$ cat config.mk
export PLATFORM = sky130hd
export DESIGN_NAME = alu_share_arbiter
export DESIGN_NICKNAME = d
export VERILOG_FILES = /design/src/rtl/alu_share_arbiter.sv
export SDC_FILE = /design/constraint.sdc
export NUM_CORES = 1
export LEC_CHECK = 0
export ABC_AREA = 1
export CORE_MARGIN = 2
export CORE_UTILIZATION = 41
export CTS_CLUSTER_DIAMETER = 100
export CTS_CLUSTER_SIZE = 24
export DETAILED_ROUTE_END_ITERATION = 12
export GPL_TIMING_DRIVEN = 0
export HOLD_SLACK_MARGIN = 0.03
export PLACE_DENSITY = 0.8
export SLEW_MARGIN = 0
export SYNTH_ARGS = -nofsm -noshare
export SYNTH_HDL_FRONTEND = slang
export SYNTH_SLANG_ARGS = --single-unit
$ cat constraint.sdc
create_clock -name clk -period 1.38 [get_ports clk]
set_input_delay 0.276 -clock clk [delete_from_list [all_inputs] [get_ports clk]]
set_output_delay 0.276 -clock clk [all_outputs]
set_load 0.03 [all_outputs]
$ cat src/rtl/alu_share_arbiter.sv
// Two-requester front end for a single shared ALU: round-robin grant, operand
// latch, fixed-latency wait, then a valid/ready-held result+NZCV response.
module alu_share_arbiter #(
  parameter int WIDTH   = 8,
  parameter int ALU_LAT = 1
) (
  input  logic             clk,
  input  logic             reset,
  input  logic [1:0]       req_valid,
  output logic [1:0]       req_ready,
  input  logic [WIDTH-1:0] req_a0,
  input  logic [WIDTH-1:0] req_b0,
  input  logic [3:0]       req_op0,
  input  logic [WIDTH-1:0] req_a1,
  input  logic [WIDTH-1:0] req_b1,
  input  logic [3:0]       req_op1,
  output logic [WIDTH-1:0] alu_a,
  output logic [WIDTH-1:0] alu_b,
  output logic [3:0]       alu_op,
  input  logic [WIDTH-1:0] alu_res,
  input  logic [3:0]       alu_flags,
  output logic             rsp_valid,
  input  logic             rsp_ready,
  output logic             rsp_id,
  output logic [WIDTH-1:0] rsp_res,
  output logic [3:0]       rsp_flags,
  output logic             busy
);
  localparam logic [1:0] IDLE = 2'd0;
  localparam logic [1:0] EXEC = 2'd1;
  localparam logic [1:0] RESP = 2'd2;
  localparam logic [3:0] LAT_M1 = 4'(ALU_LAT - 1);

  logic [1:0]            state;
  logic                  last_grant;
  logic [3:0]            cnt;
  logic                  gnt_id;
  logic [1:0][WIDTH-1:0] a_in, b_in;
  logic [1:0][3:0]       op_in;

  assign a_in  = {req_a1, req_a0};
  assign b_in  = {req_b1, req_b0};
  assign op_in = {req_op1, req_op0};
  assign busy  = (state != IDLE);

  // Grant is a pure function of state/req_valid/last_grant; rsp_ready never
  // reaches it, so the handshake cycle cannot also accept.
  always_comb begin
    req_ready = 2'b00;
    gnt_id    = 1'b0;
    if (state == IDLE) begin
      if (req_valid == 2'b11) gnt_id = ~last_grant;
      else                    gnt_id = req_valid[1];
      if (|req_valid) req_ready = gnt_id ? 2'b10 : 2'b01;
    end
  end

  always_ff @(posedge clk or posedge reset) begin
    if (reset) begin
      state      <= IDLE;
      last_grant <= 1'b1;
      cnt        <= '0;
      alu_a      <= '0;
      alu_b      <= '0;
      alu_op     <= '0;
      rsp_valid  <= 1'b0;
      rsp_id     <= 1'b0;
      rsp_res    <= '0;
      rsp_flags  <= '0;
    end else begin
      case (state)
        IDLE: if (|req_valid) begin
          alu_a      <= a_in[gnt_id];
          alu_b      <= b_in[gnt_id];
          alu_op     <= op_in[gnt_id];
          last_grant <= gnt_id;
          rsp_id     <= gnt_id;
          cnt        <= LAT_M1;
          state      <= EXEC;
        end
        EXEC: begin
          if (cnt != 4'd0) begin
            cnt <= cnt - 4'd1;
          end else begin
            rsp_res   <= alu_res;
            rsp_flags <= alu_flags;
            rsp_valid <= 1'b1;
            state     <= RESP;
          end
        end
        RESP: if (rsp_ready) begin
          rsp_valid <= 1'b0;
          state     <= IDLE;
        end
        default: state <= IDLE;
      endcase
    end
  end
endmodule

After elaboration in Yosys (flattened, before gate mapping)
Index checks and enable logic that the tools add are counted.
W data, S select, Z words.
{"block": "totals", "inputBits": 57, "elab_cells": 54, "reg_bits": 41, "output_inout_bits": 37}
{"block": "op_classes", "bitwise": 2, "n_mux": 22, "addsub": 1, "eq_ne": 7, "n_lt_le_gt_ge": 1, "n_reduce_logical": 11}
{"cell": "$mux W8", "count": 4}
{"cell": "$mux W4", "count": 4}
{"cell": "$mux W2", "count": 6}
{"cell": "$reduce_and A3 Y1", "count": 3}
{"cell": "$pmux W4 S2", "count": 1}
{"cell": "$ne A2 B2 Y1 const B", "count": 3}
{"cell": "$pmux W2 S3", "count": 1}
{"cell": "$reduce_bool A2 Y1", "count": 3}
{"cell": "$mux W1", "count": 5}
{"cell": "$eq A2 B2 Y1 const B", "count": 2}
{"cell": "$reduce_and A2 Y1", "count": 2}
{"cell": "$reduce_bool A4 Y1", "count": 1}
{"cell": "$sub A4 B1 Y4 const B", "count": 1}
{"cell": "$eq A2 B1 Y1 const B", "count": 1}
{"cell": "$logic_not A2 Y1", "count": 1}
{"cell": "$lt A1 B2 Y1 const B", "count": 1}
{"cell": "$ne A2 B1 Y1 const B", "count": 1}
{"cell": "$not A1 Y1", "count": 2}
{"cell": "$pmux W1 S2", "count": 1}
{"cell": "$reduce_or A2 Y1", "count": 1}

Logic depth before layout (Yosys ltp)
Gate-level depths: netlist of the first run.
{"block": "depth", "ltp_word": 6, "depth_mapped": 7, "mapped_depth_nobuf": 7}

Worst setup path after synthesis of the first run
No wires, ideal clock.
{"block": "synth_timing", "path_type": "flip-flop to output port", "start": "reg state[1]", "end": "out req_ready[0]", "n_path_buf": 1, "t_required_ps": 1104, "path_stages_with_launch": 7, "path_slack_ps": -102, "arrival_time_ps": 1206, "cell_sequence": "dfrtp_1 -> nor2_4 -> inv_2 -> nor2_4 -> buf_6 -> nand2_1 -> inv_1"}
{"block": "synth_via", "elab_chain_len": 2}
{"item": "from (decl)", "line_no": "34", "rtl": "logic [1:0] state;"}
{"item": "from (signal assigned)", "line_no": "60", "rtl": "state <= IDLE;"}
{"item": "from (signal assigned)", "line_no": "79", "rtl": "state <= EXEC;"}
{"item": "from (signal assigned)", "line_no": "88", "rtl": "state <= RESP;"}
{"item": "$logic_not A2 Y1", "line_no": "51", "rtl": "if (state == IDLE) begin"}
{"item": "$mux W2", "line_no": "51"}
{"item": "to (decl)", "line_no": "10", "rtl": "output logic [1:0] req_ready,"}
Every way passes these cells.

Worst setup path after layout of the first run
{"block": "layout_timing", "start": "reg last_grant", "end": "out req_ready[0]"}
{"block": "layout_via", "elab_chain_len": 6}
{"item": "from (decl)", "line_no": "35", "rtl": "logic last_grant;"}
{"item": "from (signal assigned)", "line_no": "76", "rtl": "last_grant <= gnt_id;"}
{"item": "$not A1 Y1", "line_no": "52", "rtl": "if (req_valid == 2'b11) gnt_id = ~last_grant;"}
{"item": "$mux W1", "line_no": "52"}
{"item": "$mux W1", "line_no": "51"}
{"item": "$mux W2 (2 in a row)", "line_no": "54", "rtl": "if (|req_valid) req_ready = gnt_id ? 2'b10 : 2'b01;"}
{"item": "$mux W2", "line_no": "51"}
Every way passes these cells. The select of a mux whose other input is x is not followed.

==> run_results.csv, run 1 <==
group,metric,value,unit
run_status,outcome,"complete, but fails checks",
run_status,violations,"setup timing",
routing,first_iter_violations,65,
synthesis,synth_top_area_share,0.508,
floorplanning,core-area,0.00469,sq mm
timing,final.min_clock_period,1620,ps
critical_path,reg2reg_to,"cnt[2]$_DFFE_PP0P_",
critical_path,worst-path-stages,6,
critical_path,critPathLaunchType,"flip-flop",
routing,first_pass_iters,4,
finish,final_cell_mix,"57 x nand2_1, 54 x clkdlybuf4s50_1, 39 x dfrtp_1",
finish,nets,402,
synthesis,netlist.top_cell.by_area,"dfrtp_1",
critical_path,cp_num_buf_inv,3,
synthesis,synth.cell_area,0.00197,sq mm
critical_path,cp_max_fo,3,
job,drv_cap,0,
floorplanning,die_width,73.4,microns
floorplanning,rows,25,
synthesis,yosysWarnings,0,
floorplanning,die_area,0.00538,sq mm
grt,antenna_found_initial,0,
grt,gr-usage-all-layers,0.221,
timing,final-hold-violation-count,0,
critical_path,cp_cell_sequence,"nand2_2 > nand2_2 > clkbuf_8 > nand2_4 > inv_2 > buf_6",
grt,first_global_vias,1952,
grt,grt_pass1_wl,8.97,mm
clocking,cts_buffer_depth,2,
routing,wl,5.60,mm
pwr,power.density,2290,mW/mm^2
timing,tightest_slew,848,ps
routing,vias,1913,
critical_path,path_class,"flip-flop to output pin",
clocking,clk_latency,290,ps
floorplanning,start_util,0.420,
timing,holdWs,473,ps
finish,fill_cells,372,
synthesis,syn-num-nets,288,
synthesis,ys_seq_elements,41,
grt,grt_max_degree,42,
clocking,cts_sinks,41,
critical_path,crit_top_cell,"nand2_2",
critical_path,critPathCaptureType,"output pin",
placed_design,gp_congestion,0.797,
critical_path,rr_worst_depth,7,
timing,relSlewSlack,0.434,
placed_design,dpl_worst_slack,-1010,ps
critical_path,endpoint,"req_ready[0]",
critical_path,worstPathArrival,1340,ps
synthesis,netlist_top_cells_area,"dfrtp_1 51%, nand2_1 12%, o21ai_2 5.8%",
synthesis,syn_area_per_cell,8.61,sq um
critical_path,cp_data_required_time,1100,ps
floorplanning,fp.dieH,73.4,microns
timing,post-route-period-util,1.17,
timing,setup_violations,15,
routing,viasPerCell,4.81,
synthesis,synthCells,229,
clocking,clkTransAtPathRegs,80,ps
critical_path,cp_slowest_cell,"dfstp_2",
finish,n_antenna_cell,0,
timing,fmax,617,MHz
timing,rsz0062_at_grt,"true",
placed_design,dp_hpwl,3.79,mm
synthesis,ys_seq_area_frac,0.521,
timing,finClkSkew,4.24,ps
clocking,clock-root-buffer,"clkbuf_8",
critical_path,crit_family,"flip-flops",
finish,area_delta_synth_final,62.7,%
floorplanning,ios,94,
clocking,numCtsBuffers,5,
placed_design,port_buffers,93,
critical_path,timing.rr.start,"state[0]$_DFFE_PP0P_",
timing,layout_setup_ws,-240,ps
routing,drc_errors,0,
finish,fin_util,0.684,
timing,slew_viol_final,0,
routing,antenna_left,0,
critical_path,max_stage_delay,550,ps
critical_path,startpoint,"last_grant$_DFFE_PP1P_",
finish,drive_gt1_frac,0.201,
clocking,cts_tree,"yes",
timing,finalSetupTns,-687,ps
min_path,hold_path_class,"input pin to asynchronous set/reset pin",
synthesis,synth_cell_types,21,
finish,mostFrequentLayoutCell,"nand2_1",
pwr,max-vdd-ir-drop,1030,uV
routing,wl_per_cell,14.1,microns
pwr,power.leakage,1.58,nW
critical_path,reg2reg_slack,-40,ps
grt,overflow,0,
clocking,h-tree-depth,2,
[cell families (layout without fill, tap and decap cells)]
family,Yosys count,after routing,share of synthesized area
and+or+nand+nor,99,99,0.216
AOI/OAI and AO/OA,50,50,0.152
DFF,41,41,0.521
buffers and inverters,36,151,0.0945
adders and majority gates,2,2,0.0127
xor gates and xnor gates,1,1,0.00444
[flip-flops by register name, summed over array words and instances, names as in the netlist]
signal and cells:
alu_op 4, rsp_res 8, last_grant 1, rsp_id 1, alu_a 8, rsp_flags 4
rsp_valid 1, cnt 4, state 2, alu_b 8
[per-layer routing]
layer / up-vias / track usage / wire (microns)
met3: 18 / 0.0809 / 427
met5: - / 0 / 0
met1: 869 / 0.248 / 2140
met4: 0 / 0.0828 / 176
met2: 83 / 0.381 / 2860
li1: 943 / - / -
[area by class of cell]
cell class,instances,area (sq um),share of cell area
Sequential cell,41,1030,0.321
Clock buffer,5,68.8,0.0215
Buffer,8,95.1,0.0296
Multi-Input combinational cell,152,802,0.250
Timing Repair Buffer,108,1020,0.317
Inverter,27,111,0.0347
Tap cell,54,67.6,0.0211
Clock inverter,3,17.5,0.00546
[timing repair]
item / CTS / global route
gates cloned: 0 / 2
pin swaps: 3 / 5
hold buffers: 0 / 0
gates resized for setup: 70 / 23
buffers inserted: 10 / 3
setup endpoints to repair: 47 / 41
[power breakdown]
group | internal [W] | total, W | leakage (nW) | switching, W
Sequential | 0.00180 | 0.00211 | 0.502 | 0.000316
Clock | 0.000349 | 0.000778 | 0.0439 | 0.000429
Combinational | 0.00172 | 0.00445 | 1.03 | 0.00273
Total | 0.00386 | 0.00734 | 1.58 | 0.00347
[synthesized netlist by cell type (all sizes together)]
cell type / number
nand2: 62
o21ai: 50
dfrtp: 40
nor2: 29
inv: 27
buf: 7
nand3: 6
clkbuf: 2
ha: 2
dfstp: 1
nand4: 1
nor3: 1
xor2: 1
[metrics by stage]
stage               area [sq um]  power (W)  instances
global placement            2970    0.00632        376
CTS                         3140    0.00717        393
finish                      3210    0.00734        398
global route                3210    0.00785        398
detailed placement          2970    0.00645        376
floorplan                   1970    0.00479        229
[worst min-delay path by stage]
stage | cells after the start | end | slack, ps
4_1_cts | 2 | rsp_res[0]$_DFFE_PP0P_ | 480
3_5_place_dp | 2 | rsp_res[0]$_DFFE_PP0P_ | 470
2_1_floorplan | 1 | state[1]$_DFFE_PP0P_ | 380
3_3_place_gp | 2 | last_grant$_DFFE_PP1P_ | 450
5_1_grt | 2 | rsp_res[0]$_DFFE_PP0P_ | 510
6_report | 2 | rsp_res[3]$_DFFE_PP0P_ | 470
Power figures use the tool's default switching activity.
==> run 2, diff against run 1 <==
SLEW_MARGIN = 10   (was 0)
==> run_results.csv, run 2 (same netlist as run 1, synthesis figures left out) <==
group,metric,value,unit
run_status,outcome,"complete, but fails checks",
run_status,violations,"setup timing",
clocking,h-tree-depth,2,
critical_path,reg2reg_slack,-20,ps
timing,final-hold-violation-count,0,
clocking,clk_latency,290,ps
critical_path,reg2reg_to,"alu_op[1]$_DFFE_PP0P_",
timing,layout_setup_ws,-246,ps
routing,wl_per_cell,14.2,microns
floorplanning,core-area,0.00469,sq mm
placed_design,dpl_worst_slack,-1020,ps
timing,final.min_clock_period,1630,ps
routing,drc_errors,0,
finish,final_cell_mix,"54 x nand2_1, 54 x clkdlybuf4s50_1, 39 x dfrtp_1",
finish,register_area,0.00103,sq mm
critical_path,critPathCaptureType,"output pin",
critical_path,critPathLaunchType,"flip-flop",
finish,drive_gt1_frac,0.221,
timing,tightest_slew,465,ps
finish,reg_top3,"alu_a (8), alu_b (8), rsp_res (8)",
finish,n_antenna_cell,0,
timing,finClkSkew,2.36,ps
clocking,clkTransAtPathRegs,80,ps
placed_design,port_buffers,93,
finish,fill_cells,381,
floorplanning,rows,25,
routing,vias,1926,
timing,fmax,615,MHz
clocking,cts_tree,"yes",
finish,nets,402,
timing,slew_viol_final,0,
routing,first_pass_iters,4,
routing,wl,5.64,mm
routing,antenna_left,0,
clocking,numCtsBuffers,5,
pwr,max-vdd-ir-drop,1150,uV
clocking,cts_buffer_depth,2,
timing,rsz0062_at_grt,"true",
critical_path,rr_worst_depth,7,
routing,viasPerCell,4.84,
grt,grt_max_degree,23,
min_path,hold_path_class,"input pin to asynchronous set/reset pin",
critical_path,timing.rr.start,"state[0]$_DFFE_PP0P_",
pwr,power.density,2260,mW/mm^2
placed_design,dp_hpwl,3.85,mm
job,drv_cap,0,
clocking,cts_sinks,41,
floorplanning,ios,94,
finish,design_area,0.00329,sq mm
grt,antenna_found_initial,0,
timing,setup_violations,8,
pwr,power.leakage,1.62,nW
finish,area_delta_synth_final,66.9,%
grt,grt_pass1_wl,8.47,mm
clocking,clock-root-buffer,"clkbuf_8",
critical_path,path_class,"flip-flop to output pin",
floorplanning,die_area,0.00538,sq mm
floorplanning,die_width,73.4,microns
grt,first_global_vias,1833,
finish,fin_util,0.702,
critical_path,cp_max_fo,2,
routing,first_iter_violations,120,
grt,gr-usage-all-layers,0.208,
critical_path,cp_data_required_time,1100,ps
placed_design,place_area,0.00300,sq mm
floorplanning,start_util,0.420,
placed_design,gp_congestion,0.797,
grt,overflow,0,
floorplanning,fp.dieH,73.4,microns
finish,multiInputGateArea,833,sq um
timing,relSlewSlack,0.690,
timing,finalSetupTns,-491,ps
critical_path,worstPathArrival,1350,ps
timing,post-route-period-util,1.18,
## run 2: critical path, stage by stage, from the launching register on
cell and delay, ps:
dfrtp_1 410, nor2_4 170, inv_4 60, nor2_4 90
buf_6 110, nand2_2 40, inv_2 50, buf_6 120
## run 2: worst max path at each step
stage | from | end | slack, ps
2_1_floorplan | state[1]$_DFFE_PP0P_ | req_ready[0] | 2
3_3_place_gp | req_valid[0] | req_ready[0] | -1020
3_5_place_dp | req_valid[0] | req_ready[0] | -1020
4_1_cts | state[1]$_DFFE_PP0P_ | req_ready[0] | -290
5_1_grt | state[0]$_DFFE_PP0P_ | req_ready[0] | -300
6_report | state[0]$_DFFE_PP0P_ | req_ready[0] | -250
## run 2: layout make-up
type                       count  area share
inverter                      27      0.0338
sequential                    41       0.312
tap                           54      0.0205
multi-input combinational    152       0.253
clock buffer                   5      0.0209
clock inverter                 3     0.00532
buffer                         8      0.0319
timing repair buffer         108       0.322
## run 2: timing repair
action / CTS / global route
pin swaps: 6 / 8
resized for setup: 78 / 29
cloned: 0 / 2
buffers inserted: 8 / 5
hold buffers: 0 / 0
setup endpoints to repair: 44 / 39
## run 2: report_power, final
part | leakage [nW] | switching [W] | internal (W)
combinational | 1.07 | 0.00277 | 0.00180
sequential | 0.502 | 0.000314 | 0.00180
clock | 0.0439 | 0.000429 | 0.000349
## run 2: layer usage
metal | vias up | GRT usage | wire (microns)
li1 | 949 | - | -
met1 | 893 | 0.234 | 2090
met2 | 74 | 0.362 | 3030
met3 | 10 | 0.0727 | 424
met4 | 0 | 0.0808 | 87
met5 | - | 0 | 0
## run 2: stage by stage
| step | hold slack [ps] | power [W] | instances |
|---|---|---|---|
| 2_1_floorplan | 383 | 0.00479 | 229 |
| 3_3_place_gp | 453 | 0.00632 | 376 |
| 3_5_place_dp | 467 | 0.00645 | 377 |
| 4_1_cts | 310 | 0.00717 | 392 |
| 5_1_grt | 342 | 0.00798 | 398 |
| 6_report | 302 | 0.00745 | 398 |
